<file path="config.mk">
export PLATFORM = sky130hd
export DESIGN_NAME = fma_sign_pipe
export DESIGN_NICKNAME = d
export VERILOG_FILES = /design/src/rtl/fma_sign_pkg.sv /design/src/rtl/fma_sign_stage.sv /design/src/rtl/fma_sign_pipe.sv
export SDC_FILE = /design/constraint.sdc
export NUM_CORES = 1
export LEC_CHECK = 0
export BUFFER_PORTS_ARGS = -buffer_cell sky130_fd_sc_hd__buf_4
export CAP_MARGIN = 20
export CORE_MARGIN = 2
export CORE_UTILIZATION = 45
export DETAILED_ROUTE_END_ITERATION = 7
export HOLD_SLACK_MARGIN = 0.05
export PLACE_DENSITY = 0.76
export SETUP_SLACK_MARGIN = 0.3
export SYNTH_ARGS = -nofsm -noshare
export SYNTH_HDL_FRONTEND = slang
export SYNTH_HIERARCHICAL = 1
export SYNTH_SLANG_ARGS = --single-unit
</file>
<file path="constraint.sdc">
create_clock -name clk -period 1.5 [get_ports clk]
set_input_delay 0.15 -clock clk [delete_from_list [all_inputs] [get_ports clk]]
set_output_delay 0.15 -clock clk [all_outputs]
set_load 0.02 [all_outputs]
</file>
<file path="src/rtl/fma_sign_pkg.sv">
// fma_sign_pkg: rounding-mode and op encodings, the per-stage payload,
// and the combinational sign-resolution function used at pipeline entry.
package fma_sign_pkg;

  typedef enum logic [2:0] {
    RM_RNE = 3'b000,
    RM_RTZ = 3'b001,
    RM_RDN = 3'b010,
    RM_RUP = 3'b011,
    RM_RMM = 3'b100
  } rm_e;

  typedef enum logic [1:0] {
    OP_FMADD  = 2'b00,
    OP_FMSUB  = 2'b01,
    OP_FNMSUB = 2'b10,
    OP_FNMADD = 2'b11
  } op_e;

  typedef struct packed {
    logic wsign;
    logic invz;
    logic negsum;
    logic selsum1;
    logic psign;
    logic bad_rm;
  } payload_t;

  function automatic payload_t resolve_sign(
    input logic       xsign,
    input logic       ysign,
    input logic       zsign,
    input logic [1:0] op,
    input logic       negsum0,
    input logic       negsum1,
    input logic       bs,
    input logic       ps,
    input logic       killprod,
    input logic       sumzero,
    input logic       invalid,
    input logic       zinf,
    input logic       inf,
    input logic [2:0] rm
  );
    payload_t r;
    logic     zs;
    logic     zerosign;
    logic     infsign;
    r         = '0;
    r.psign   = xsign ^ ysign ^ op[1];
    zs        = zsign ^ op[0];
    r.invz    = zs ^ r.psign;
    if (!r.invz) begin
      r.selsum1 = 1'b0;
      r.negsum  = 1'b0;
    end else if (bs) begin
      r.selsum1 = 1'b0;
      r.negsum  = negsum0;
    end else if (ps) begin
      r.selsum1 = 1'b1;
      r.negsum  = negsum1;
    end else begin
      r.selsum1 = negsum1;
      r.negsum  = negsum1;
    end
    // Reserved modes behave as RNE here: only RDN produces a negative exact zero.
    r.bad_rm  = (rm > RM_RMM);
    zerosign  = (!r.invz && killprod) ? zs : (rm == RM_RDN);
    infsign   = zinf ? zs : r.psign;
    if (invalid)      r.wsign = 1'b0;
    else if (inf)     r.wsign = infsign;
    else if (sumzero) r.wsign = zerosign;
    else              r.wsign = r.psign ^ r.negsum;
    return r;
  endfunction

endpackage

</file>
<file path="src/rtl/fma_sign_stage.sv">
// fma_sign_stage: one elastic valid/payload register; loads on advance,
// empties on flush.
module fma_sign_stage
  import fma_sign_pkg::*;
(
  input  logic     clk,
  input  logic     reset_n,
  input  logic     flush,
  input  logic     advance,
  input  logic     prev_valid,
  input  payload_t prev_data,
  output logic     valid,
  output payload_t data
);

  always_ff @(posedge clk or negedge reset_n) begin
    if (!reset_n) begin
      valid <= 1'b0;
      data  <= '0;
    end else if (flush) begin
      valid <= 1'b0;
    end else if (advance) begin
      valid <= prev_valid;
      if (prev_valid) data <= prev_data;
    end
  end

endmodule

</file>
<file path="src/rtl/fma_sign_pipe.sv">
// fma_sign_pipe: FMA result-sign resolution carried through STAGES elastic stages.
// Define FMA_SIGN_NEGOP_EN to honour the op negation bits; otherwise op is ignored (fmadd).
module fma_sign_pipe
  import fma_sign_pkg::*;
#(
  parameter int STAGES = 2
) (
  input  logic       clk,
  input  logic       reset_n,
  input  logic       in_valid,
  output logic       in_ready,
  input  logic       flush,
  input  logic       xsign,
  input  logic       ysign,
  input  logic       zsign,
  input  logic [1:0] op,
  input  logic       negsum0,
  input  logic       negsum1,
  input  logic       bs,
  input  logic       ps,
  input  logic       killprod,
  input  logic       sumzero,
  input  logic       invalid,
  input  logic       zinf,
  input  logic       inf,
  input  logic [2:0] rm,
  output logic       out_valid,
  input  logic       out_ready,
  output logic       wsign,
  output logic       invz,
  output logic       negsum,
  output logic       selsum1,
  output logic       psign,
  output logic       bad_rm
);

  logic [1:0]      op_eff;
  logic [STAGES:0] vld;
  logic [STAGES:0] advance;
  payload_t        pl [STAGES+1];

`ifdef FMA_SIGN_NEGOP_EN
  assign op_eff = op;
`else
  logic [1:0] op_unused;
  assign op_unused = op;
  assign op_eff    = OP_FMADD;
`endif

  assign vld[0] = in_valid;
  assign pl[0]  = resolve_sign(xsign, ysign, zsign, op_eff, negsum0, negsum1, bs, ps,
                               killprod, sumzero, invalid, zinf, inf, rm);

  // Stage i may load when it is empty or the stage after it is loading.
  always_comb begin
    advance         = '0;
    advance[STAGES] = out_ready;
    for (int i = STAGES - 1; i >= 0; i--)
      advance[i] = ~vld[i+1] | advance[i+1];
  end

  for (genvar i = 0; i < STAGES; i++) begin : g_stage
    fma_sign_stage u_stage (
      .clk        (clk),
      .reset_n    (reset_n),
      .flush      (flush),
      .advance    (advance[i]),
      .prev_valid (vld[i]),
      .prev_data  (pl[i]),
      .valid      (vld[i+1]),
      .data       (pl[i+1])
    );
  end

  assign in_ready  = advance[0];
  assign out_valid = vld[STAGES];
  assign wsign     = pl[STAGES].wsign;
  assign invz      = pl[STAGES].invz;
  assign negsum    = pl[STAGES].negsum;
  assign selsum1   = pl[STAGES].selsum1;
  assign psign     = pl[STAGES].psign;
  assign bad_rm    = pl[STAGES].bad_rm;

endmodule

</file>
# After elaboration in Yosys (flattened, before gate mapping)
# Cells that the tools add are included.
[totals] register_bits=14 latchBits=0 mem_bits_rw=0 rom_bits=0 in_bits=22 out_inout_bits=8 elab_cells=42 n_memories=0
[op_classes] n_addsub=0 mul=0 n_div=0 n_lt_le_gt_ge=1 n_eq_ne=1 shifts=0 n_mux=12 n_bitwise=8 n_reduce_logical=6
[ops] cell="1-bit two-way mux" count=10
[ops] cell="3-bit AND reduction" count=2
[ops] cell="2-bit two-way mux" count=2
[ops] cell="2-bit nonzero test" count=2
[ops] cell="3-bit by 2-bit equality test with 1-bit output (second input constant)" count=1
[ops] cell="3-bit > comparator (second input constant)" count=1
[ops] cell="1-bit inverter" count=3
[ops] cell="1-bit bitwise XOR" count=3
[ops] cell="1-bit bitwise OR" count=2
[ops] cell="1-bit logical AND" count=1
[ops] cell="1-bit zero test" count=1

# Logic depth before layout (Yosys ltp)
# Gate-level depths: netlist (run 1).
[depth] depth_word=8 ltp_mapped=5 mapped_depth_nobuf=5

# By module
# The synthesis (run 1) kept the hierarchy.
[by_module_without_submodules] mod="fma_sign_stage" n_inst=2 cells_per_inst=16 area_each_um2=276.5 seq_area_each_um2=175.2
[by_module_without_submodules] mod="fma_sign_pipe" n_inst=1 cells_per_inst=21 area_each_um2=147.6 seq_area_each_um2=0.0

# Worst setup path before layout (run 1)
# No wires, ideal clock.
[synth_timing] path_kind="flip-flop to flip-flop" start="register g_stage[1].u_stage.valid" end="register g_stage[0].u_stage/data[0] (netlist bit)" setup_time_ns=0.125 arrival_ns=1.340 required_time_ns=1.375 slack_ns=0.036 stages_incl_launch_ff=4 n_path_buf=0 period_less_slack_ns=1.464 path_cell_list="dfrtp_1 nand3b_1 nand3b_4 mux2_2"
[synth_via] elab_chain_cells=4
[synth_rtl] item="start, declared" line="fma_sign_stage.sv:12" text="output logic valid,"
[synth_rtl] item="start signal, assigned" line="fma_sign_stage.sv:23" text="valid <= prev_valid;"
[synth_rtl] item="1-bit inverter" line="fma_sign_pipe.sv:59" text="advance[i] = ~vld[i+1] | advance[i+1];"
[synth_rtl] item="1-bit bitwise OR (2 in series)" line="fma_sign_pipe.sv:59"
[synth_rtl] item="net in_ready" line="fma_sign_pipe.sv:11" text="output logic in_ready,"
[synth_rtl] item="3-bit AND reduction (no source line)"
[synth_rtl] item="end signal, assigned" line="fma_sign_stage.sv:24" text="if (prev_valid) data <= prev_data;"
[synth_rtl] item="end, declared" line="fma_sign_stage.sv:13" text="output payload_t data"
# The timed path passes the listed nets, and every way through them passes these cells.
# A chain may end at the register's enable or synchronous reset.

# Final worst setup path (run 1)
[layout_timing] start="register g_stage[1].u_stage.valid" end="register g_stage[0].u_stage/data[5] (netlist bit)"
[layout_via] elab_chain_cells=4
[layout_rtl] item="1-bit inverter" line="fma_sign_pipe.sv:59"
[layout_rtl] item="1-bit bitwise OR (2 in series)" line="fma_sign_pipe.sv:59"
[layout_rtl] item="3-bit AND reduction (no source line)"
# Every way passes these cells.

==> key figures, run 1 <==
Run status
  • Status: finished, final reports clean

Die
  • Core footprint: between 1000 and 1500 µm²
  • Die width: about 43 µm
  • Die ar.: 1889 µm²
  • Starting Density: between 40% and 50%
  • Die Height: 43.46 µm
  • Row count: 14
  • Boundary Pins: 30

Global routing
  • Largest net degree at the start of global routing: 15
  • First-pass GRT wire length: 2.132 mm
  • Met1 GRT Util: between 15 and 20%
  • GRT busiest layer: met2
  • Grt met3 use: 3.750%
  • GRT Total Usage: between 15 and 20%
  • Vias in the first global route: 533
  • GRT overflow: 0
  • Initial antenna violation count: 0
  • Routing usage on met2: 28.66%

Route
  • # DRC: 0
  • Post-detailed-route count of antenna-violating nets: 0
  • Via count: ~530
  • DRT Pass-1 Iters: 3
  • WL per Instance: 11.91 µm
  • Vias per inst: ~5.1
  • Initial DRC count: 2
  • Routed wire length: 1.227 mm

STA
  • Slew @ Worst Pin: 0.3044 ns
  • Final Cycle Share: 80.62%
  • Final setup viols: 0
  • Fin. Hold Viols: 0
  • Setup tns final: 0 ns
  • Worst slew margin: 79.56%
  • Final Slew Violations: 0
  • Fmax: 0.8269 GHz
  • Tmin final: around 1.2 ns
  • Final Skew: 0.001824 ns
  • RSZ-0062 raised after global routing: yes

Finish
  • Area delta synth->final: 43.93%
  • Reg area: between 300 and 400 µm²
  • Finished Core Util: 67.73%
  • ANT cells: 0
  • Most common cell after layout, fill and taps aside: buf_4
  • Area occupied by multi-input gates: 361.6 µm²
  • Nets@finish: 110
  • Commonest cells after routing, fill and taps aside: buf_4, dfrtp_1, mux2_4, mux2_2
  • Fraction of layout cells with a size suffix above 1: 57.47%
  • Filler instances: approximately 120

Setup path
  • Startpoint types: register
  • Required time of the worst setup path: between 1.5 and 2 ns
  • Worst setup path class: register to register
  • CP arrival: approximately 1.4 ns
  • Crit path max fanout: 6
  • Critical Path Sink Type: register

CTS
  • Clock sinks: 14
  • PostCTS Resize Cnt: 0
  • TritonCTS clock tree: built
  • Number of CTS-inserted buffers: 3
  • Clock latency on the worst-skew pair: about 0.26 ns
  • CTS max path bufs: 2
  • CTS clock-pin slew for the worst setup and hold paths: 0.08 ns
  • CTS HTree Levels: 1
  • Root buf cell: clkbuf_4

Synth
  • Warnings, synthesis: 6
  • Synthesized flop and latch total: 14
  • Syn nets: 75
  • Register area share after synthesis: 50.00%
  • Synth cell types: 16
  • Avg Synthesized Cell Area: 13.22 µm²
  • Mapped Area: 700.7 µm²
  • Cells after synthesis: 53

Place
  • GP Congestion: around 0.65
  • DP Wirelength: 1.015 mm
  • Port bufs: 27

Power and ir drop
  • Net Switching: ~0.0003 W
  • Maximum vdd drop: between 0.6 and 0.7 mV
  • Pwr dens: around 1100 nW/µm²
  • Sequential share of power: 45.1%
  • Switching portion of total power: 27.01%
  • Leakage: about 0.53 nW
  • Clock power share: 22.9%
  • Internal: 0.0008082 W
  • Power share of the combinational group: 32.0%

Run
  • Max cap viols: 0

Worst hold path
  • Worst Hold Class: input pin to register
## layout make-up
cell class                 count  share of cell area [%]
timing repair buffer          30                   22.58
multi-input combinational     36                   35.86
inverter                       3                   1.117
tap                           16                   1.985
clock buffer                   4                   3.598
sequential                    14                   34.86
## routing by layer
layer  wire length, µm  share of wire, %  vias to the layer above
met3               109               8.9                        2
li1                  -                 -                      255
met4                27               2.2                        0
met5                 0                 0                        -
met1               450                37                      242
met2               639                52                       27
## kinds of logic after synthesis
group	after synthesis	synth area share [%]
xor gates and xnor gates	2	3.572
and+or+nand+nor	11	13.22
muxes	17	26.43
DFF	14	50.00
buffers and inverters	3	1.607
AOI/OAI and AO/OA	6	5.178
## worst max-delay path, cell delays in order, from the launching register on
cell      delay [ns]
dfrtp_2         0.41
nand3b_1        0.18
nand3b_4        0.17
mux2_4          0.33
## sequential cells by signal (all words and copies together), names as in the netlist
| name | flops |
|---|---|
| g_stage.u_stage/data | 12 |
| g_stage.u_stage/valid | 2 |
## timing repair
action | in CTS | in global routing
endpoints found under the hold margin | 14 | 0
pin swaps | 2 | 2
hold buffers | 1 | 0
setup buffers | 2 | 0
endpoints found under the setup margin | 7 | 7
gates cloned | 0 | 0
## final timing paths
check / from / slack, ns / cells past startpoint / end
setup / recovery: g_stage[1].u_stage/valid / 0.29 / 3 / g_stage[0].u_stage/data[5]
hold / removal: flush / 0.06 / 2 / g_stage[1].u_stage/valid
setup reg to reg: g_stage[1].u_stage/valid / 0.29 / 3 / g_stage[0].u_stage/data[5]
hold reg to reg: g_stage[1].u_stage/data[3] / 0.51 / 1 / g_stage[1].u_stage/data[3]
max in group asynchronous: reset_n / 1.06 / 2 / g_stage[1].u_stage/valid
min in group asynchronous: reset_n / 0.26 / 2 / g_stage[0].u_stage/data[4]
## through the flow
| stage | hold slack [ns] | worst slack (ns) | std cells | total power [W] | cell area (µm²) |
|---|---|---|---|---|---|
| detailed placement | 0.005632 | 0.05692 | 96 | 0.0008619 | 947.2 |
| finish | 0.05844 | 0.2906 | 103 | 0.001107 | 1008 |
| CTS | 0.05594 | 0.2766 | 103 | 0.001125 | 1008 |
| global route | 0.05171 | 0.2344 | 103 | 0.001170 | 1008 |
| global placement | 0.005755 | 0.07717 | 96 | 0.0008493 | 947.2 |
| floorplan | -0.1456 | 0.1073 | 53 | 0.0007039 | 724.4 |
## cell usage after synthesis
master / count / area [µm²]
mux2i_1: 5 / 50.05
o21ai_0: 1 / 5.000
nand2b_1: 1 / 6.260
xnor2_1: 1 / 8.760
o21a_1: 1 / 7.510
nor2_1: 5 / 18.77
nand3b_4: 2 / 40.04
xor2_2: 1 / 16.27
dfrtp_1: 14 / 350.3
nand3b_1: 1 / 7.510
inv_1: 3 / 11.26
nor4bb_1: 1 / 10.01
mux2_2: 12 / 135.1
o31a_1: 1 / 8.760
nor3_2: 1 / 10.01
a21oi_1: 3 / 15.01
## power groups by stage
stage               Clock, W  Sequential, W  Combinational [W]
finish              0.000253       0.000500           0.000354
global route        0.000278       0.000512           0.000380
CTS                 0.000265       0.000501           0.000359
detailed placement         0       0.000511           0.000351
global placement           0       0.000506           0.000344
floorplan                  0       0.000565           0.000139
Note: power is estimated with default switching activity, not from simulation.
==> run 2: changes to the inputs <==
==> constraint.sdc (replaced) <==
create_clock -name clk -period 1.3 [get_ports clk]
set_input_delay 0.13 -clock clk [delete_from_list [all_inputs] [get_ports clk]]
set_output_delay 0.13 -clock clk [all_outputs]
set_load 0.02 [all_outputs]
==> run 2 against run 1 <==
  * Cell count up 7.8%
  * Register-to-register slack got worse by 0.19 ns
  * Core utilization increased by 5.0 points
  * Sequential cell count stayed put
  * Critical path depth is the same
  * First-iteration DRC count rose to 3.5 times the previous value
  * Largest power group unchanged
==> key figures, run 2 (synthesized netlist as in run 1, its figures left out) <==
CTS
  • CTS clock-pin slew for the worst setup and hold paths: around 0.080 ns
  • TritonCTS clock tree: built
  • CTS HTree Levels: 1
  • Clock sinks: 14
  • Root buf cell: clkbuf_4
  • CTS max path bufs: 2
  • Clock latency on the worst-skew pair: 0.27 ns
  • Number of CTS-inserted buffers: 3

Finish
  • Top reg by flops: g_stage.u_stage/data
  • Max FFs per register: 12
  • Fraction of layout cells with a size suffix above 1: ~60%
  • Area delta synth->final: 54.64%
  • Top Registers: g_stage.u_stage/data: 12 flops, g_stage.u_stage/valid: 2 flops
  • Final Instance Area: approximately 1100 µm²
  • Area occupied by multi-input gates: 372.9 µm²
  • Most common cell after layout, fill and taps aside: buf_4
  • Nets@finish: between 100 and 150
  • Fin cells: 111
  • Commonest cells after routing, fill and taps aside: buf_4, dfrtp_1, mux2_4
  • Reg area: 351.6 µm²
  • ANT cells: 0
  • Filler instances: about 110

Setup path
  • Critical Path Sink Type: output port
  • Critical path buffers and inverters: 2
  • CP max stage delay: 0.43 ns
  • Worst setup path class: register to output port
  • Startpoint types: register
  • Slowest-stage cell, CP: dfrtp_2
  • Crit path max fanout: 3
  • Delay-heaviest family, CP: flip-flops
  • Crit-path cells: nand3b_1 -> buf_4 -> buf_6
  • Required time of the worst setup path: ~1.2 ns
  • CP arrival: about 1.1 ns

Die
  • Boundary Pins: 30
  • Die Height: 43.46 µm
  • Row count: 14
  • Die width: 43.46 µm
  • Starting Density: 47.06%
  • Die ar.: roughly 1900 µm²
  • Core footprint: 1489 µm²

Route
  • DRT Pass-1 Iters: 3
  • WL per Instance: 12.67 µm
  • # DRC: 0
  • Vias per inst: between 4 and 5
  • Routed wire length: 1.406 mm
  • Post-detailed-route count of antenna-violating nets: 0
  • Via count: roughly 550
  • Initial DRC count: 7

Place
  • Port bufs: 27
  • GP Congestion: 0.6393
  • Placed Instances: 100
  • DP Area: 977.2 µm²

STA
  • Setup tns final: 0 ns
  • Final Slew Violations: 0
  • Final setup viols: 0
  • Fin. Hold Viols: 0
  • Fmax: 0.8171 GHz
  • Final Skew: 0.004052 ns
  • Slew @ Worst Pin: 0.3038 ns
  • Tmin final: ~1.2 ns
  • Worst slew margin: ~79%
  • Final Cycle Share: 94.14%
  • RSZ-0062 raised after global routing: yes

Power and ir drop
  • Maximum vdd drop: about 0.58 mV
  • Pwr dens: 1167 nW/µm²
  • Leakage: 0.5746 nW
  • Power Total: 0.001264 W

Global routing
  • Largest net degree at the start of global routing: 15
  • Initial antenna violation count: 0
  • GRT Total Usage: 16.58%
  • Met1 GRT Util: 18.87%
  • GRT overflow: 0
  • Grt met3 use: around 3%
  • GRT busiest layer: met2
  • Routing usage on met2: 29.25%
  • First-pass GRT wire length: approximately 2.3 mm
  • Vias in the first global route: 562

Run
  • Max cap viols: 0

Worst hold path
  • Worst Hold Class: input pin to register

Run status
  • Status: finished, final reports clean
-- run 2: final cells by class --
type / instances / area share, %
multi-input combinational: 36 / 34.41
sequential: 14 / 32.45
timing repair buffer: 38 / 27.83
clock buffer: 4 / 2.425
tap: 16 / 1.848
inverter: 3 / 1.039
-- run 2: final timing paths --
path | startpoint | to | slack, ns | depth (start not counted)
max | g_stage[1].u_stage/valid | in_ready | 0.08 | 3
min | in_valid | g_stage[0].u_stage/valid | 0.14 | 3
max reg2reg | g_stage[1].u_stage/valid | g_stage[1].u_stage/data[3] | 0.10 | 4
min reg2reg | g_stage[1].u_stage/data[5] | g_stage[1].u_stage/data[5] | 0.51 | 1
max in group asynchronous | reset_n | g_stage[1].u_stage/valid | 0.88 | 2
min in group asynchronous | reset_n | g_stage[1].u_stage/valid | 0.25 | 2
-- run 2: power by group --
part | total, W | switching [W] | internal [W]
sequential | 0.000582 | 0.0000530 | 0.000529
clock | 0.000244 | 0.000125 | 0.000119
combinational | 0.000438 | 0.000183 | 0.000254
-- run 2: worst register-to-register path: cells and delay by family, from the launching register on --
kind,cells,cell delay [ns]
simple gates,2,0.21
mux,1,0.31
flops,1,0.43
buf+inv,1,0.15
-- run 2: timing repair --
| item | in CTS | in global routing |
|---|---|---|
| buffers inserted | 2 | 3 |
| gates resized for setup | 2 | 3 |
| pin swaps | 2 | 3 |
| hold buffers | 2 | 0 |
| endpoints found under the hold margin | 16 | 0 |
| gates cloned | 0 | 0 |
| endpoints found under the setup margin | 15 | 16 |
-- run 2: per-stage QoR --
stage	worst slack, ns	util (%)	hold slack (ns)
2_1_floorplan	-0.09269	-	-0.1656
3_5_place_dp	-0.1160	65.63	-0.01327
6_report	0.07612	72.77	0.1392
5_1_grt	0.03811	72.77	0.1473
3_3_place_gp	-0.09193	65.63	-0.01564
4_1_cts	0.06479	70.25	0.1312
-- run 2: per-layer routing --
layer | wire length (µm) | part of all wire [%] | vias up
met4 | 19 | 1.4 | 0
met3 | 94 | 6.7 | 2
li1 | - | - | 271
met1 | 538 | 38 | 255
met5 | 0 | 0 | -
met2 | 753 | 54 | 24
==> run 3: changes to the inputs <==
--- a/config.mk
+++ b/config.mk
@@ -7,7 +7,7 @@
 export LEC_CHECK = 0
 export BUFFER_PORTS_ARGS = -buffer_cell sky130_fd_sc_hd__buf_4
 export CAP_MARGIN = 20
-export CORE_MARGIN = 2
+export CORE_MARGIN = 3
 export CORE_UTILIZATION = 45
 export DETAILED_ROUTE_END_ITERATION = 7
 export HOLD_SLACK_MARGIN = 0.05
==> constraint.sdc (replaced) <==
create_clock -name clk -period 1.3 [get_ports clk]
set_input_delay 0.065 -clock clk [delete_from_list [all_inputs] [get_ports clk]]
set_output_delay 0.065 -clock clk [all_outputs]
set_load 0.02 [all_outputs]
==> run 3 against run 2 <==
  * Register-to-register slack hardly changed
  * Critical path depth stayed put
  * Sequential share of layout area is 1.7 points higher
  * Power is 2.3% higher
  * Final area is 5.1% lower
  * Highest routed layer unchanged
  * Critical path type is now register to register
==> key figures, run 3 (synthesized netlist as in run 1, its figures left out) <==
Run status
  • Status: finished, final reports clean

Power and ir drop
  • Leakage: 0.5401 nW
  • Sequential share of power: 44.6%
  • Clock power share: 23.4%
  • Maximum vdd drop: 0.9010 mV
  • Power share of the combinational group: 32.0%
  • Net Switching: 0.0003571 W
  • Internal: about 0.00094 W
  • Pwr dens: 1257 nW/µm²
  • Switching portion of total power: 27.63%

Setup path
  • Crit path max fanout: 6
  • Critical Path Sink Type: register
  • CP arrival: 1.34 ns
  • Startpoint types: register
  • Worst setup path class: register to register
  • Required time of the worst setup path: 1.46 ns

Finish
  • Finished Core Util: 74.39%
  • ANT cells: 0
  • Reg area: 351.6 µm²
  • Top reg by flops: g_stage.u_stage/data
  • Area delta synth->final: 46.79%
  • Most common cell after layout, fill and taps aside: buf_4
  • Filler instances: between 90 and 100
  • Fraction of layout cells with a size suffix above 1: between 50% and 60%
  • Max FFs per register: 12
  • Nets@finish: about 110
  • Fin cells: 104
  • Area occupied by multi-input gates: ~360 µm²
  • Top Registers: g_stage.u_stage/data: 12 flops, g_stage.u_stage/valid: 2 flops
  • Commonest cells after routing, fill and taps aside: buf_4, dfrtp_1, mux2_4, mux2_2

Global routing
  • Vias in the first global route: 530
  • First-pass GRT wire length: 2.228 mm
  • GRT Total Usage: 14.79%
  • Largest net degree at the start of global routing: 15
  • GRT overflow: 0
  • Initial antenna violation count: 0

CTS
  • Post-CTS Setup Bufs: 0
  • Number of CTS-inserted buffers: 3
  • Clock sinks: 14
  • CTS HTree Levels: 1
  • CTS clock-pin slew for the worst setup and hold paths: approximately 0.080 ns
  • Clock latency on the worst-skew pair: 0.27 ns
  • TritonCTS clock tree: built
  • Root buf cell: clkbuf_4
  • CTS max path bufs: 2

Die
  • Starting Density: about half
  • Row count: 13
  • Boundary Pins: 30
  • Die ar.: 2067 µm²
  • Die width: 45.46 µm
  • Core footprint: 1383 µm²
  • Die Height: 45.46 µm

Place
  • Placed Instances: 98
  • DP Wirelength: 1.099 mm
  • GP Congestion: about 0.69
  • Port bufs: 27

Worst hold path
  • Worst Hold Class: input pin to register

STA
  • Final Cycle Share: 91.20%
  • Final setup viols: 0
  • Setup tns final: 0 ns
  • Final Slew Violations: 0
  • Final Skew: 0.003925 ns
  • Tmin final: 1.186 ns
  • Slew @ Worst Pin: 0.3297 ns
  • Fmax: between 0.8 and 0.9 GHz
  • RSZ-0062 raised after global routing: yes
  • Worst slew margin: 77.72%
  • Fin. Hold Viols: 0

Route
  • DRT Pass-1 Iters: 3
  • Post-detailed-route count of antenna-violating nets: 0
  • # DRC: 0
  • Vias per inst: approximately 5.1
  • WL per Instance: 12.80 µm
  • Routed wire length: 1.331 mm
  • Via count: 532
  • Initial DRC count: 6

Run
  • Max cap viols: 0
## run 3: metrics by stage
step	setup slack (ns)	hold slack (ns)	instance area, µm²	power, W
3_3_place_gp	-0.03145	-0.08043	968.4	0.0009873
3_5_place_dp	-0.03515	-0.07696	968.4	0.001002
6_report	0.1144	0.08819	1028	0.001292
5_1_grt	0.05499	0.1099	1028	0.001360
4_1_cts	0.1080	0.08701	1028	0.001307
2_1_floorplan	-0.09269	-0.2306	724.4	0.0008122
## run 3: cell type report
class / instances / share of cell area [%]
well taps: 15 / 1.825
multi-input cells: 36 / 35.16
flip-flops and latches: 14 / 34.18
clock buffers: 4 / 3.528
repair buffers: 32 / 24.21
inverters: 3 / 1.095
## run 3: power by group through the flow
stage / sequential, W / combinational [W] / clock, W
2_1_floorplan: 0.000652 / 0.000161 / 0
3_3_place_gp: 0.000582 / 0.000405 / 0
3_5_place_dp: 0.000587 / 0.000415 / 0
4_1_cts: 0.000578 / 0.000421 / 0.000309
5_1_grt: 0.000591 / 0.000442 / 0.000327
6_report: 0.000576 / 0.000414 / 0.000302
## run 3: repair_timing
action | CTS | global route
endpoints found under the setup margin | 14 | 14
cloned | 0 | 0
hold endpoints to repair | 16 | 0
gates resized for setup | 1 | 0
hold buffers | 2 | 0
pin swaps | 1 | 1
## run 3: routing by layer
metal	GRT usage [%]	wire [µm]
met5	0	0
met1	17.04	513
met3	2.767	108
met2	26.74	689
met4	5.263	19
## run 3: path summary, 6_finish.rpt
path                                                 start                         end  slack [ns]  cells after the start
worst max register to register    g_stage[1].u_stage/valid  g_stage[0].u_stage/data[0]        0.11                      3
worst max-delay path              g_stage[1].u_stage/valid  g_stage[0].u_stage/data[0]        0.11                      3
worst min-delay path                              in_valid    g_stage[0].u_stage/valid        0.09                      3
min in group asynchronous                          reset_n  g_stage[1].u_stage/data[4]        0.17                      2
worst min register to register  g_stage[1].u_stage/data[4]  g_stage[1].u_stage/data[4]        0.51                      1
max in group asynchronous                          reset_n    g_stage[1].u_stage/valid        0.95                      2
## run 3: critical path, cell delays in order (launching register included)
cell	delay [ns]
dfrtp_2	0.42
nand3b_1	0.16
nand3b_4	0.17
mux2_4	0.33
